## config.mk

```make
export PLATFORM = sky130hd
export DESIGN_NAME = instr_queue
export DESIGN_NICKNAME = d
export VERILOG_FILES = /design/src/rtl/instr_queue.sv
export SDC_FILE = /design/constraint.sdc
export NUM_CORES = 1
export LEC_CHECK = 0
export CAP_MARGIN = 40
export CORE_UTILIZATION = 25
export CTS_CLUSTER_DIAMETER = 200
export CTS_CLUSTER_SIZE = 8
export DETAILED_ROUTE_END_ITERATION = 7
export PLACE_DENSITY = 0.4
export SETUP_SLACK_MARGIN = 0.2
export SLEW_MARGIN = 20
export SYNTH_ARGS = -nofsm -noshare
export SYNTH_HDL_FRONTEND = slang
export SYNTH_SLANG_ARGS = --single-unit
```

## constraint.sdc

```tcl
create_clock -name clk -period 9.6 [get_ports clk]
set_clock_uncertainty 0.15 [all_clocks]
set_input_delay 1.44 -clock clk [delete_from_list [all_inputs] [get_ports clk]]
set_output_delay 1.44 -clock clk [all_outputs]
set_load 0.01 [all_outputs]
```

## src/rtl/instr_queue.sv

```systemverilog
// Instruction queue for the RISC_16 manual-test top: keyed-in switch words are stored in a FIFO and fed on fetch.
// Define INSTR_QUEUE_DEBOUNCE_EN to insert the load-key debouncer between the synchronizer and the edge detector.
module instr_queue #(
    parameter int unsigned DEPTH           = 8,
    parameter int unsigned DEBOUNCE_CYCLES = 16
) (
    input  logic                     clk,
    input  logic                     reset,
    input  logic                     key_load_n,
    input  logic [9:0]               sw,
    input  logic                     run,
    input  logic [4:0]               tick,
    output logic [15:0]              instruction,
    output logic                     instr_valid,
    output logic [$clog2(DEPTH):0]   level,
    output logic                     full,
    output logic                     empty,
    output logic                     overflow,
    output logic                     done
);

    localparam int unsigned AW         = $clog2(DEPTH);
    localparam int unsigned LW         = AW + 1;
    localparam logic [4:0]  TICK_FETCH = 5'b10000;

    typedef enum logic [1:0] {
        S_LOAD = 2'd0,
        S_RUN  = 2'd1,
        S_DONE = 2'd2
    } state_t;

    state_t           state;
    state_t           state_nxt;
    logic [1:0]       key_sync;
    logic             key_clean;
    logic             key_prev;
    logic             push;
    logic             pop;
    logic             wr_en;
    logic             drop;
    logic [AW-1:0]    wr_ptr;
    logic [AW-1:0]    rd_ptr;
    logic [LW-1:0]    level_nxt;
    logic [15:0]      mem [DEPTH];

    // Two-flop synchronizer; idles at the released level.
    always_ff @(posedge clk) begin
        if (reset) begin
            key_sync <= 2'b11;
        end else begin
            key_sync <= {key_sync[0], key_load_n};
        end
    end

`ifdef INSTR_QUEUE_DEBOUNCE_EN
    localparam int unsigned CW = $clog2(DEBOUNCE_CYCLES + 1);

    logic [CW-1:0] db_cnt;
    logic          key_db;

    // Accept a new key level only after DEBOUNCE_CYCLES consecutive differing samples.
    always_ff @(posedge clk) begin
        if (reset) begin
            key_db <= 1'b1;
            db_cnt <= '0;
        end else if (key_sync[1] == key_db) begin
            db_cnt <= '0;
        end else if (db_cnt == CW'(DEBOUNCE_CYCLES - 1)) begin
            key_db <= key_sync[1];
            db_cnt <= '0;
        end else begin
            db_cnt <= db_cnt + CW'(1);
        end
    end

    assign key_clean = key_db;
`else
    assign key_clean = key_sync[1];

    // DEBOUNCE_CYCLES has no effect without the debouncer.
    if (DEBOUNCE_CYCLES == 0) begin : g_no_debounce
    end
`endif

    always_ff @(posedge clk) begin
        if (reset) begin
            key_prev <= 1'b1;
        end else begin
            key_prev <= key_clean;
        end
    end

    // Falling edge of the cleaned key is a press; release is ignored.
    assign push  = key_prev & ~key_clean;
    assign pop   = run & (tick == TICK_FETCH) & ~empty;
    assign wr_en = push & (~full | pop);
    assign drop  = push & full & ~pop;

    always_comb begin
        level_nxt = level;
        case ({wr_en, pop})
            2'b10:   level_nxt = level + LW'(1);
            2'b01:   level_nxt = level - LW'(1);
            default: level_nxt = level;
        endcase
    end

    always_ff @(posedge clk) begin
        if (reset) begin
            wr_ptr   <= '0;
            rd_ptr   <= '0;
            level    <= '0;
            full     <= 1'b0;
            empty    <= 1'b1;
            overflow <= 1'b0;
        end else begin
            if (wr_en) begin
                wr_ptr <= wr_ptr + AW'(1);
            end
            if (pop) begin
                rd_ptr <= rd_ptr + AW'(1);
            end
            level <= level_nxt;
            full  <= (level_nxt == LW'(DEPTH));
            empty <= (level_nxt == '0);
            if (drop) begin
                overflow <= 1'b1;
            end
        end
    end

    // Storage is left uncleared by reset; the pointers define what is valid.
    always_ff @(posedge clk) begin
        if (wr_en) begin
            mem[wr_ptr] <= {sw[9:6], sw[5:2], 6'b000000, sw[1:0]};
        end
    end

    assign instruction = empty ? 16'h0000 : mem[rd_ptr];
    assign instr_valid = ~empty;

    always_ff @(posedge clk) begin
        if (reset) begin
            state <= S_LOAD;
            done  <= 1'b0;
        end else begin
            state <= state_nxt;
            done  <= (state_nxt == S_DONE);
        end
    end

    always_comb begin
        state_nxt = state;
        case (state)
            S_LOAD: begin
                if (run) begin
                    state_nxt = S_RUN;
                end
            end
            S_RUN: begin
                if (!run) begin
                    state_nxt = S_LOAD;
                end else if (pop && (level_nxt == '0)) begin
                    state_nxt = S_DONE;
                end
            end
            S_DONE: begin
                if (!run) begin
                    state_nxt = S_LOAD;
                end else if (wr_en) begin
                    state_nxt = S_RUN;
                end
            end
            default: state_nxt = S_LOAD;
        endcase
    end

endmodule

```

==> out/summary.md <==
Worst setup path
* **maximum fanout along the worst path** 12
* **Worst Path Arrival** 4.55 ns
* **critical path endpoint category** flip-flop
* **r2r setup slk** 6.05 ns
* **WS Path Type** primary input to flip-flop
* **Critical Path Source Type** primary input
* **Worst EP required** 9.68 ns

Clocking
* **clock root buffer** sky130_fd_sc_hd__clkbuf_16
* **count of H-tree levels built during CTS** 3
* **CTS Buf Count** 9
* **CTS tree** done
* **clock transition at the register clock pins on the worst setup and hold paths after CTS** 0.06 ns
* **maximum count of clock buffers along a single path** 2
* **total of cells resized after clock tree synthesis** 0
* **Post-CTS Repair Setup Buffers** 0
* **worst-skew pair later-pin latency** 0.34 ns
* **clock sink count** 102
* **post-cts hold buffer count** 0

Global route
* **global-route congestion overflow total** 0
* **maximum number of pins on one net before global-route repair** 21
* **Global Route Usage Sum** 10.8%
* **number of global-route vias before repair** 2,111
* **antenna violations before repair** 0
* **first-pass GRT wire length** 12,900 um

Synth
* **Distinct cells, synth** 42
* **Post-Synth XOR/XNOR Area** 1.28%
* **most used flip-flop cell after synthesis** sky130_fd_sc_hd__edfxtp_1
* **Avg Synthesized Cell Area** 16.8 sq um
* **main combinational cell family by area after synthesis** multiplexers
* **register bit count reported by yosys** 102
* **post-synthesis cell type with the largest combined area** sky130_fd_sc_hd__edfxtp_1
* **Post-synth EDFFs** 80
* **arithmetic-cell share of the synthesized area counting full adders, half adders and majority gates** 1.52%
* **total standard cell area after synthesis** 4120 sq um
* **synth top area cells** sky130_fd_sc_hd__edfxtp_1 58%, sky130_fd_sc_hd__mux4_2 11%, sky130_fd_sc_hd__dfxtp_1 11%
* **complex-gate fraction of the synthesized area** 2.83%
* **number of standard cells after synthesis** 245
* **ys async rst share** 0%
* **mux share of post-synthesis cell area** 14.1%
* **sequential fraction of the synthesis area** 69.1%
* **yosys synthesis warning count** 0
* **simple-gate portion of the synthesized area** 8.30%
* **top cell type's share of synthesized area** 58.4%

Drt
* **violation count after the first detailed-routing iteration** 133
* **remaining number of nets flagged by the antenna check after routing** 0
* **first-pass detailed-route iteration total** 4
* **vias per cell** 4.17
* **Remaining DRCs** 0
* **vias** 2,129
* **Routed WL** 8330 um
* **WL per Instance** 16.3 um

STA
* **Max Slew Vio Count** 0
* **final-layout setup total negative slack** 0 ns
* **post-route setup slack** 5.13 ns
* **final-layout worst hold slack** 0.266 ns
* **Max Freq** 224 MHz
* **Worst-Margin Slew** 0.793 ns
* **final setup violating endpoints** 0
* **Relative slew margins** 47.0%
* **portion of the clock cycle consumed by the worst path in the final layout** 46.6%
* **minimum clock period after layout** 4.47 ns
* **Hold Fails Final Rpt** 0
* **unrepaired setup endpoints after global routing** no

Placed design
* **worst slack at placement** 4.73 ns
* **routability-driven placement congestion ratio** 0.710
* **Port Buffer Count** 37
* **Post-DP HPWL** 5480 um

Outcome
* **result of the run** completed

Floorplan
* **Top Ports** 44
* **floorplan die height** 130 um
* **Rows** 46
* **area of the core** 16,000 sq um
* **starting utilization of the core area** 25.7%
* **Horiz. Die Dim** 130 um
* **die area** 17,000 sq um

Power and ir drop
* **largest vdd supply drop** 0.0867 mV
* **Leak Pwr** 1.63 nW
* **Final Power** 0.000865 W
* **P per Cell Area** 170 nW/um^2

Worst hold path
* **HP Class** flip-flop to flip-flop

Finish
* **area growth from synthesis to layout** 23.4%
* **Post-Route Utilization** 31.8%
* **total number of nets in the final design** 315
* **Diodes inserted** 0
* **proportion of layout cells with a drive suffix above 1** 19.0%
* **layout filler cell count** 1,598

Run
* **number of max-capacitance violations reported** 0

-- where the power goes --
part / switching, W / leakage [nW] / internal, W / total (W)
Combinational: 0.0000162 / 0.598 / 0.0000170 / 0.0000332
Sequential: 0.00000426 / 0.899 / 0.000479 / 0.000483
Clock: 0.000149 / 0.136 / 0.000200 / 0.000349
-- kinds of logic after synthesis --
group	count (synthesis)
compound gates	17
xor+xnor	6
fa+ha+maj	5
buf+inv	22
flops	102
mux	33
other cells	1
simple gates	59
-- flip-flops by register name, indices dropped and copies added (netlist names), named ones only --
register,cells
state,2
wr_ptr,3
mem,80
empty,1
done,1
full,1
overflow,1
key_prev,1
level,4
key_sync,2
rd_ptr,3
-- worst max-delay path: stages --
cell and delay [ns]:
sky130_fd_sc_hd__clkdlybuf4s50_1 0.51, sky130_fd_sc_hd__nor4b_2 0.24, sky130_fd_sc_hd__nand3_2 0.21, sky130_fd_sc_hd__a21oi_2 0.21, sky130_fd_sc_hd__inv_2 0.15, sky130_fd_sc_hd__ha_1 0.29
sky130_fd_sc_hd__xor2_1 0.16, sky130_fd_sc_hd__ha_1 0.19, sky130_fd_sc_hd__a21oi_1 0.15, sky130_fd_sc_hd__mux2i_1 0.25, sky130_fd_sc_hd__xor2_1 0.27, sky130_fd_sc_hd__nand3_2 0.14
sky130_fd_sc_hd__o311a_1 0.35
-- Yosys cell counts, types with 2 or more instances --
master,number
sky130_fd_sc_hd__inv_1,5
sky130_fd_sc_hd__buf_2,3
sky130_fd_sc_hd__mux2i_1,13
sky130_fd_sc_hd__nor2_1,26
sky130_fd_sc_hd__buf_4,8
sky130_fd_sc_hd__a21oi_1,4
sky130_fd_sc_hd__nand2_1,6
sky130_fd_sc_hd__o31ai_1,2
sky130_fd_sc_hd__ha_1,5
sky130_fd_sc_hd__nor4b_1,2
sky130_fd_sc_hd__o21ai_0,3
sky130_fd_sc_hd__nor2b_1,2
sky130_fd_sc_hd__xor2_1,5
sky130_fd_sc_hd__edfxtp_1,80
sky130_fd_sc_hd__mux4_2,20
sky130_fd_sc_hd__nand2b_1,3
sky130_fd_sc_hd__clkbuf_1,4
sky130_fd_sc_hd__dfxtp_1,22
sky130_fd_sc_hd__nand3_2,2
sky130_fd_sc_hd__nor4b_2,3
sky130_fd_sc_hd__nor3b_1,2
sky130_fd_sc_hd__nor3_1,2
sky130_fd_sc_hd__or2_2,3
sky130_fd_sc_hd__a31oi_1,2
-- metrics by stage --
stage,std cells,instance area [sq um]
3_5_place_dp,496,4800
4_1_cts,511,5080
3_3_place_gp,492,4750
6_report,511,5080
2_1_floorplan,250,4140
5_1_grt,511,5080
-- worst paths after layout --
check / from / to / cells past startpoint
max: run / state[0] / 13
min: key_sync[0] / key_sync[1] / 1
max reg2reg: empty / state[0] / 12
min reg2reg: key_sync[0] / key_sync[1] / 1
-- layout make-up --
type | instances | area, sq um | area share, %
well taps | 216 | 270 | 5.32
clock inverters | 4 | 48.8 | 0.960
clock buffers | 11 | 233 | 4.58
flip-flops and latches | 102 | 2840 | 55.9
repair buffers | 46 | 453 | 8.91
multi-input cells | 126 | 1210 | 23.8
inverters | 6 | 22.5 | 0.443
-- layout by cell type, fill, tap and decap left out, types with 2 or more instances in the layout --
cell type,count
sky130_fd_sc_hd__nand2b_1,3
sky130_fd_sc_hd__clkbuf_16,9
sky130_fd_sc_hd__clkbuf_1,2
sky130_fd_sc_hd__conb_1,6
sky130_fd_sc_hd__buf_4,6
sky130_fd_sc_hd__nor2b_1,2
sky130_fd_sc_hd__nor4b_1,2
sky130_fd_sc_hd__a31oi_1,2
sky130_fd_sc_hd__clkdlybuf4s50_1,37
sky130_fd_sc_hd__nor3_1,2
sky130_fd_sc_hd__nor3b_1,2
sky130_fd_sc_hd__or2_2,3
sky130_fd_sc_hd__o21ai_0,3
sky130_fd_sc_hd__nor4b_4,2
sky130_fd_sc_hd__xor2_1,5
sky130_fd_sc_hd__o31ai_1,2
sky130_fd_sc_hd__a21oi_1,4
sky130_fd_sc_hd__mux2i_1,13
sky130_fd_sc_hd__edfxtp_1,80
sky130_fd_sc_hd__buf_6,2
sky130_fd_sc_hd__mux4_2,20
sky130_fd_sc_hd__dfxtp_1,22
sky130_fd_sc_hd__nand3_2,2
sky130_fd_sc_hd__nor2_1,25
sky130_fd_sc_hd__ha_1,5
sky130_fd_sc_hd__inv_1,5
sky130_fd_sc_hd__nand2_1,6
-- layer usage --
metal  GRT usage [%]  part of all wire (%)
met3            3.81                   4.2
met4            3.28                   1.2
met2            17.9                    51
met5               0                     0
met1            13.1                    44
No activity file was read; power rests on OpenSTA's default activity.
